==> config.mk <==
export PLATFORM = sky130hd
export DESIGN_NAME = use_stream_collector_flat
export DESIGN_NICKNAME = d
export VERILOG_FILES = /design/src/rtl/use_stream_collector_pkg.sv /design/src/rtl/use_stream_collector_if.sv /design/src/rtl/use_stream_collector_serializer.sv /design/src/rtl/use_stream_collector.sv /design/src/flat_wrapper.sv
export SDC_FILE = /design/constraint.sdc
export NUM_CORES = 1
export LEC_CHECK = 0
export ABC_CLOCK_PERIOD_IN_PS = 10700
export BUFFER_PORTS_ARGS = -buffer_cell sky130_fd_sc_hd__buf_4
export CAP_MARGIN = 40
export CELL_PAD_IN_SITES_DETAIL_PLACEMENT = 0
export CELL_PAD_IN_SITES_GLOBAL_PLACEMENT = 1
export CORE_AREA = 8 8 471 473
export CTS_BUF_LIST = sky130_fd_sc_hd__clkbuf_16
export DETAILED_ROUTE_END_ITERATION = 7
export DIE_AREA = 0 0 479 481
export PLACE_DENSITY_LB_ADDON = 0.1
export SKIP_CTS_REPAIR_TIMING = 1
export SYNTH_ARGS = -nofsm -noshare
export SYNTH_HDL_FRONTEND = slang
export SYNTH_SLANG_ARGS = --single-unit
export TNS_END_PERCENT = 1
==> constraint.sdc <==
create_clock -name clk -period 10.7 [get_ports clk]
set_input_delay 0.535 -clock clk [delete_from_list [all_inputs] [get_ports clk]]
set_output_delay 0.535 -clock clk [all_outputs]
set_load 0.02 [all_outputs]
==> src/rtl/use_stream_collector_pkg.sv <==
// Shared types and defaults for the stream element collector and its serializer.
// Latency: n/a (declarations only).
// Backpressure: n/a.
package use_stream_pkg;

    localparam int DATA_BUS_WIDTH_BYTES_DFLT = 8;
    localparam int MAX_RECORD_BYTES_DFLT     = 34;

    // One stream byte, same shape as the StreamElement record storage.
    typedef logic [7:0] byte_t;

    // Collector control: look for a ready element, or stream out the captured record.
    typedef enum logic {
        SCAN = 1'b0,
        SEND = 1'b1
    } state_t;

    // Bits needed to hold a length in the range 0..n.
    function automatic int len_width(input int n);
        return $clog2(n + 1);
    endfunction

endpackage

==> src/rtl/use_stream_collector_if.sv <==
// AXI4-Stream beat bundle between the collector and the downstream consumer.
// Latency: n/a (wiring only).
// Backpressure: tready from the slave stalls the master; payload holds while stalled.
interface use_stream_collector_if #(
    parameter int DATA_BUS_WIDTH_BYTES = 8
);

    logic [DATA_BUS_WIDTH_BYTES*8-1:0] tdata;
    logic [DATA_BUS_WIDTH_BYTES-1:0]   tkeep;
    logic                              tvalid;
    logic                              tready;
    logic                              tlast;

    modport master (
        output tdata,
        output tkeep,
        output tvalid,
        output tlast,
        input  tready
    );

    modport slave (
        input  tdata,
        input  tkeep,
        input  tvalid,
        input  tlast,
        output tready
    );

endinterface

==> src/rtl/use_stream_collector_serializer.sv <==
// Holds one captured record and emits it as AXI4-Stream beats with tkeep/tlast.
// Latency: first beat is valid the cycle after load; one beat per accepted handshake.
// Backpressure: beat index only advances on tvalid & tready, so payload is stable while stalled.
module use_record_serializer
    import use_stream_pkg::*;
#(
    parameter int DATA_BUS_WIDTH_BYTES = DATA_BUS_WIDTH_BYTES_DFLT,
    parameter int MAX_RECORD_BYTES     = MAX_RECORD_BYTES_DFLT,
    parameter int LW                   = 6,
    parameter int BW                   = 3
) (
    input  logic                         clk,
    input  logic                         resetn,
    input  logic                         load,
    input  byte_t [MAX_RECORD_BYTES-1:0] load_data,
    input  logic [LW-1:0]                load_len,
    input  logic                         active,
    output logic                         rec_done,
    use_stream_collector_if.master       m_axis
);

    localparam int W  = DATA_BUS_WIDTH_BYTES;
    localparam int IW = (MAX_RECORD_BYTES > 1) ? $clog2(MAX_RECORD_BYTES) : 1;
    localparam logic [LW-1:0] MAX_LEN = LW'(MAX_RECORD_BYTES);

    byte_t [MAX_RECORD_BYTES-1:0] rec_buf;
    logic [LW-1:0]                rec_len;
    logic [BW-1:0]                beat;

    // Byte offsets are one bit wider than a length so beat*W+i cannot wrap.
    logic [LW:0]                  base;
    logic [LW:0]                  idx;
    logic [LW:0]                  len_ext;
    logic                         last;
    logic [W*8-1:0]               beat_data;
    logic [W-1:0]                 beat_keep;

    // Record bytes are only read while a record is active, so they carry no reset.
    always_ff @(posedge clk) begin
        if (load) begin
            rec_buf <= load_data;
        end
    end

    // Length latch (clamped to the buffer size) and beat index within the record.
    always_ff @(posedge clk or negedge resetn) begin
        if (!resetn) begin
            rec_len <= '0;
            beat    <= '0;
        end else if (load) begin
            rec_len <= (load_len > MAX_LEN) ? MAX_LEN : load_len;
            beat    <= '0;
        end else if (active && m_axis.tready && !last) begin
            beat <= beat + BW'(1);
        end
    end

    // Build the current beat: valid bytes from the buffer, zero padding past the end.
    always_comb begin
        len_ext   = {1'b0, rec_len};
        base      = (LW+1)'(beat) * (LW+1)'(W);
        last      = ((base + (LW+1)'(W)) >= len_ext);
        idx       = '0;
        beat_data = '0;
        beat_keep = '0;
        for (int i = 0; i < W; i++) begin
            idx = base + (LW+1)'(i);
            if (idx < len_ext) begin
                beat_keep[i]       = 1'b1;
                beat_data[8*i +: 8] = rec_buf[IW'(idx)];
            end
        end
    end

    // Outputs are forced to zero outside a record so the idle bus is quiet.
    assign m_axis.tvalid = active;
    assign m_axis.tdata  = active ? beat_data : '0;
    assign m_axis.tkeep  = active ? beat_keep : '0;
    assign m_axis.tlast  = active & last;
    assign rec_done      = active & m_axis.tready & last;

endmodule

==> src/rtl/use_stream_collector.sv <==
// Polls stream elements in token order, captures each completed record and streams it out.
// Latency: first beat is valid one cycle after a nonzero length is seen; one idle cycle between records.
// Backpressure: tready stalls the current beat; no new element is captured until the record ends.
module use_stream_collector
    import use_stream_pkg::*;
#(
    parameter int NUM_ELEMENTS         = 4,
    parameter int DATA_BUS_WIDTH_BYTES = DATA_BUS_WIDTH_BYTES_DFLT,
    parameter int MAX_RECORD_BYTES     = MAX_RECORD_BYTES_DFLT,
    parameter int START_ID             = 0,
    localparam int LW                  = len_width(MAX_RECORD_BYTES)
) (
    input  logic                                             clk,
    input  logic                                             resetn,
    input  byte_t [NUM_ELEMENTS-1:0][MAX_RECORD_BYTES-1:0]   use_data,
    input  logic [NUM_ELEMENTS-1:0][LW-1:0]                  use_len,
    output logic [NUM_ELEMENTS-1:0]                          use_taken,
    use_stream_collector_if.master                           m_axis,
    output logic [15:0]                                      records_out
);

    localparam int PW    = (NUM_ELEMENTS > 1) ? $clog2(NUM_ELEMENTS) : 1;
    localparam int BEATS = (MAX_RECORD_BYTES + DATA_BUS_WIDTH_BYTES - 1) / DATA_BUS_WIDTH_BYTES;
    localparam int BW    = (BEATS > 1) ? $clog2(BEATS) : 1;

    state_t                       state;
    state_t                       state_nxt;
    logic [PW-1:0]                ptr;
    logic [PW-1:0]                ptr_nxt;
    logic [LW-1:0]                sel_len;
    byte_t [MAX_RECORD_BYTES-1:0] sel_data;
    logic [NUM_ELEMENTS-1:0]      taken_nxt;
    logic                         capture;
    logic                         send_active;
    logic                         rec_done;

    // Only the token holder is looked at; ready elements elsewhere must wait their turn.
    always_comb begin
        sel_len  = '0;
        sel_data = '0;
        for (int e = 0; e < NUM_ELEMENTS; e++) begin
            if (ptr == PW'(e)) begin
                sel_len  = use_len[e];
                sel_data = use_data[e];
            end
        end
    end

    // State register.
    always_ff @(posedge clk or negedge resetn) begin
        if (!resetn) begin
            state <= SCAN;
        end else begin
            state <= state_nxt;
        end
    end

    // Next state: capture when the token holder has a record, return after the last beat.
    always_comb begin
        state_nxt = state;
        case (state)
            SCAN:    if (sel_len != '0) state_nxt = SEND;
            SEND:    if (rec_done)      state_nxt = SCAN;
            default: state_nxt = SCAN;
        endcase
    end

    // State-decoded controls for the capture path and the serializer.
    always_comb begin
        capture     = (state == SCAN) && (sel_len != '0);
        send_active = (state == SEND);
    end

    // Acknowledge pulse for the captured element and the following token position.
    always_comb begin
        taken_nxt = '0;
        for (int e = 0; e < NUM_ELEMENTS; e++) begin
            if (capture && (ptr == PW'(e))) begin
                taken_nxt[e] = 1'b1;
            end
        end
        ptr_nxt = (ptr == PW'(NUM_ELEMENTS - 1)) ? '0 : ptr + PW'(1);
    end

    // Token pointer advances on each capture; use_taken is a registered one-cycle pulse.
    always_ff @(posedge clk or negedge resetn) begin
        if (!resetn) begin
            ptr       <= PW'(START_ID);
            use_taken <= '0;
        end else begin
            use_taken <= taken_nxt;
            if (capture) begin
                ptr <= ptr_nxt;
            end
        end
    end

    // Completed-record counter, wraps naturally at 16 bits.
    always_ff @(posedge clk or negedge resetn) begin
        if (!resetn) begin
            records_out <= '0;
        end else if (rec_done) begin
            records_out <= records_out + 16'd1;
        end
    end

    use_record_serializer #(
        .DATA_BUS_WIDTH_BYTES (DATA_BUS_WIDTH_BYTES),
        .MAX_RECORD_BYTES     (MAX_RECORD_BYTES),
        .LW                   (LW),
        .BW                   (BW)
    ) u_serializer (
        .clk       (clk),
        .resetn    (resetn),
        .load      (capture),
        .load_data (sel_data),
        .load_len  (sel_len),
        .active    (send_active),
        .rec_done  (rec_done),
        .m_axis    (m_axis)
    );

endmodule

==> src/flat_wrapper.sv <==
// flat-port wrapper written by rule: the top's interface ports become plain ports
module use_stream_collector_flat import use_stream_pkg::*;
#(
    parameter int NUM_ELEMENTS         = 4,
    parameter int DATA_BUS_WIDTH_BYTES = DATA_BUS_WIDTH_BYTES_DFLT,
    parameter int MAX_RECORD_BYTES     = MAX_RECORD_BYTES_DFLT,
    parameter int START_ID             = 0,
    localparam int LW                  = len_width(MAX_RECORD_BYTES)
)
  (clk, resetn, use_data, use_len, use_taken, records_out, m_axis_tdata, m_axis_tkeep, m_axis_tvalid, m_axis_tlast, m_axis_tready);
  use_stream_collector_if #(.DATA_BUS_WIDTH_BYTES(DATA_BUS_WIDTH_BYTES)) m_axis_i ();
  input  logic clk;
  input  logic resetn;
  input  byte_t [NUM_ELEMENTS-1:0][MAX_RECORD_BYTES-1:0] use_data;
  input  logic [NUM_ELEMENTS-1:0][LW-1:0] use_len;
  output logic [NUM_ELEMENTS-1:0] use_taken;
  output logic [15:0] records_out;
  output wire logic [$bits(m_axis_i.tdata)-1:0] m_axis_tdata;
  output wire logic [$bits(m_axis_i.tkeep)-1:0] m_axis_tkeep;
  output wire logic [$bits(m_axis_i.tvalid)-1:0] m_axis_tvalid;
  output wire logic [$bits(m_axis_i.tlast)-1:0] m_axis_tlast;
  input wire logic [$bits(m_axis_i.tready)-1:0] m_axis_tready;
  assign m_axis_tdata = m_axis_i.tdata;
  assign m_axis_tkeep = m_axis_i.tkeep;
  assign m_axis_tvalid = m_axis_i.tvalid;
  assign m_axis_tlast = m_axis_i.tlast;
  assign m_axis_i.tready = m_axis_tready;
  use_stream_collector #(.NUM_ELEMENTS(NUM_ELEMENTS), .DATA_BUS_WIDTH_BYTES(DATA_BUS_WIDTH_BYTES), .MAX_RECORD_BYTES(MAX_RECORD_BYTES), .START_ID(START_ID)) u_core (.clk(clk), .resetn(resetn), .use_data(use_data), .use_len(use_len), .use_taken(use_taken), .m_axis(m_axis_i), .records_out(records_out));
endmodule
==> flow_summary.toml <==
[run_status]
outcome = "complete, no violations"

[routing]
dr.pass1.iters = 5
drt-initial-drc-count = 1207
vias = 22200
viasPerCell = 3.59
wl_per_cell_um = 29.1
ant_nets = 0
drcViolationCount = 0
finalWirelength_mm = 180

[worst_setup_path]
cp.required_ns = 10.17
critPathMaxFanout = 35
cpPeakStageDelay_ns = 0.86
crit_chain = "ha_1 > a21oi_1 > o21ai_0 > nor2_4 > buf_12 > o21ai_2 > nor2b_1 > buf_4"
critPathKind = "flip-flop to primary output"
cp.arrival_ns = 3.77
cp_slowest_cell = "dfrtp_4"
crit_buf_inv = 2
crit_path_start_kind = "flip-flop"
endpoint_kind = "primary output"
cpLargestDelayFamily = "flip-flops"

[sta]
timing.final.crit_share_pct = 40.2
min_period_ns = 4.30
fin_skew_ns = 0.0198
hold_violations = 0
grt_setup_unrepaired = "no"
tns_ns = 0
slew_viol_final = 0
fmax_mhz = 232
setup_viol = 0
setup_ws_ns = 6.40
worstMarginPinSlew_ns = 0.985
relSlewSlack_pct = 34.4

[yosys]
synth_mux_area_share_pct = 7.59
syn_nets = 3300
syn_area_um2 = 19600
synth-main-ff-cell = "edfxtp_1"
synth_edf_count = 272
synth-simple-area-share_pct = 14.0
synthAdderAreaFrac_pct = 0.831
seq_area_frac_synth_pct = 45.8
ys_seq_elements = 304
yosysWarnings = 0
yosysUniqueCellTypes = 46
synth_area_per_cell_um2 = 9.01
netlist_instances = 2172
synth_xor_xnor_area_share_pct = 0.806
synth_top_family_by_area = "compound AO/OA/AOI/OAI gates"
synth_compound_area_share_pct = 26.6
synthArstFlopShare_pct = 10.5

[power_and_ir_drop]
leakage_nw = 13.3
total_power_mw = 10.2
irDropWorstVdd_v = 0.000182
p_per_area_nw_per_um2 = 302

[hold_path]
hold_path_class = "input pin to flip-flop"

[cells_and_area]
nets = 4399
final_cell_mix = "buf_4 (1244), nor2_1 (297), a22oi_1 (287), nand2_1 (281), a21oi_1 (281)"
final_common_cell = "buf_4"
final_area_um2 = 33800
area_delta_synth_final_pct = 72.5
fin_cells = 6178
multi_input_area_um2 = 9820
drive_gt1_share_pct = 42.6
n_fill_cell = 24500
seq_area_um2 = 8980

[global_routing]
grt_max_degree = 100
grt_pass1_vias = 23700
grt_use_total_pct = 14.7
grt_overflow_total = 0
grt_pass1_wl_mm = 231
antenna_found_initial = 110

[cts]
cts_buffers = 49
cts-root-buf = "clkbuf_16"
cts.path.max_buffers = 3
cts_tree = "done"
clk_latency_ns = 0.64
cts_max_level = 2
cts_sinks = 304
clk_pin_slew_ns = 0.06

[die]
initial_core_util_pct = 9.15
die_h_um = 481
io_pins = 1209
dieArea_um2 = 230000
core_area_um2 = 214000
die_width_um = 479
std_cell_rows = 170

[job]
max-cap-violations = 0

[placed_design]
place_hpwl_mm = 150
post-place-ws_ns = 6.50
placed_cells = 6057
placed_cell_area_um2 = 32000
place_congestion = 0.762
io_buffer_count = 1208
-- worst reg2reg max path: cells and delay by family, from the launching register on --
kind | cells | cell delay (ns)
compound gates | 3 | 1.34
fa+ha+maj | 1 | 0.68
buf+inv | 4 | 1.17
flops | 1 | 0.48
-- kinds of logic after synthesis --
logic type | count (synthesis)
muxes | 68
DFF | 304
adders and majority gates | 13
xor gates and xnor gates | 18
buffers and inverters | 226
and+or+nand+nor | 668
AOI/OAI and AO/OA | 875
-- final cells by class --
| class | instances | share of cell area, % |
|---|---|---|
| Clock inverter | 41 | 1.16 |
| Tap cell | 2838 | 10.5 |
| Clock buffer | 51 | 3.78 |
| Inverter | 17 | 0.189 |
| Multi-Input combinational cell | 1642 | 29.1 |
| Timing Repair Buffer | 1257 | 28.5 |
| Sequential cell | 304 | 26.6 |
| Antenna cell | 28 | 0.208 |
-- state kept, by name, summed over array words and instances (netlist names) --
name / count
u_core.records_out: 16
u_core.ptr: 2
u_core.u_serializer.beat: 3
u_core.u_serializer.rec_len: 6
u_core.u_serializer.rec_buf: 272
u_core.send_active: 1
u_core.use_taken: 4
-- power breakdown --
part	internal, mW	switching, mW	leakage, nW	total [mW]
Combinational	2.08	4.10	9.45	6.18
Sequential	2.01	0.261	2.98	2.27
Clock	1.05	0.688	0.846	1.74
-- synthesized netlist by cell type, types with 2 or more instances --
master / n / area, um2
nor3_1: 3 / 15.0
a31oi_1: 3 / 18.8
a21oi_1: 282 / 1410
mux2_2: 3 / 33.8
inv_1: 16 / 60.1
o22ai_1: 4 / 25.0
a22oi_1: 287 / 2150
buf_2: 3 / 15.0
nand2_1: 281 / 1050
and3_1: 29 / 181
a221o_1: 6 / 60.1
xnor2_1: 16 / 140
xor2_1: 2 / 17.5
and2_1: 7 / 43.8
nand4_1: 8 / 50.1
o221ai_1: 3 / 26.3
nor2_1: 298 / 1120
clkbuf_1: 174 / 653
o21ai_0: 277 / 1390
and4_1: 3 / 26.3
ha_1: 13 / 163
nor2b_1: 26 / 163
o22a_1: 3 / 26.3
buf_1: 30 / 113
nand3b_1: 2 / 15.0
a21o_1: 3 / 22.5
nand3_1: 6 / 30.0
dfrtp_1: 32 / 801
mux4_2: 64 / 1440
edfxtp_1: 272 / 8170
-- metrics by stage --
stage	util, %	hold WS (ns)
after floorplan	-	0.239
after global placement	14.9	0.467
after detailed placement	15.0	0.471
after CTS	15.8	-0.202
after global routing	15.8	0.116
final	15.8	0.175
-- path summary, 6_finish.rpt --
| path | slack (ns) | cells past startpoint | endpoint | startpoint |
|---|---|---|---|---|
| worst max register to register | 6.45 | 8 | u_core.u_serializer.rec_buf[171] | u_core.ptr[0] |
| min in group asynchronous | 0.41 | 2 | u_core.records_out[15] | resetn |
| max in group asynchronous | 9.88 | 2 | u_core.u_serializer.beat[1] | resetn |
| worst min register to register | 0.48 | 1 | u_core.records_out[15] | u_core.records_out[15] |
| worst max-delay path | 6.40 | 8 | m_axis_tdata[38] | u_core.u_serializer.beat[1] |
| worst min-delay path | 0.18 | 3 | u_core.u_serializer.rec_buf[186] | use_data[1002] |
-- metal layers --
metal / routed length (um) / share of wire (%) / GRT usage (%)
met2: 84700 / 47 / 24.5
met3: 16400 / 9.1 / 6.07
met4: 3470 / 1.9 / 3.21
met1: 74900 / 42 / 17.9
met5: 401 / 0.22 / 0
Note: power is estimated with default switching activity, not from simulation.
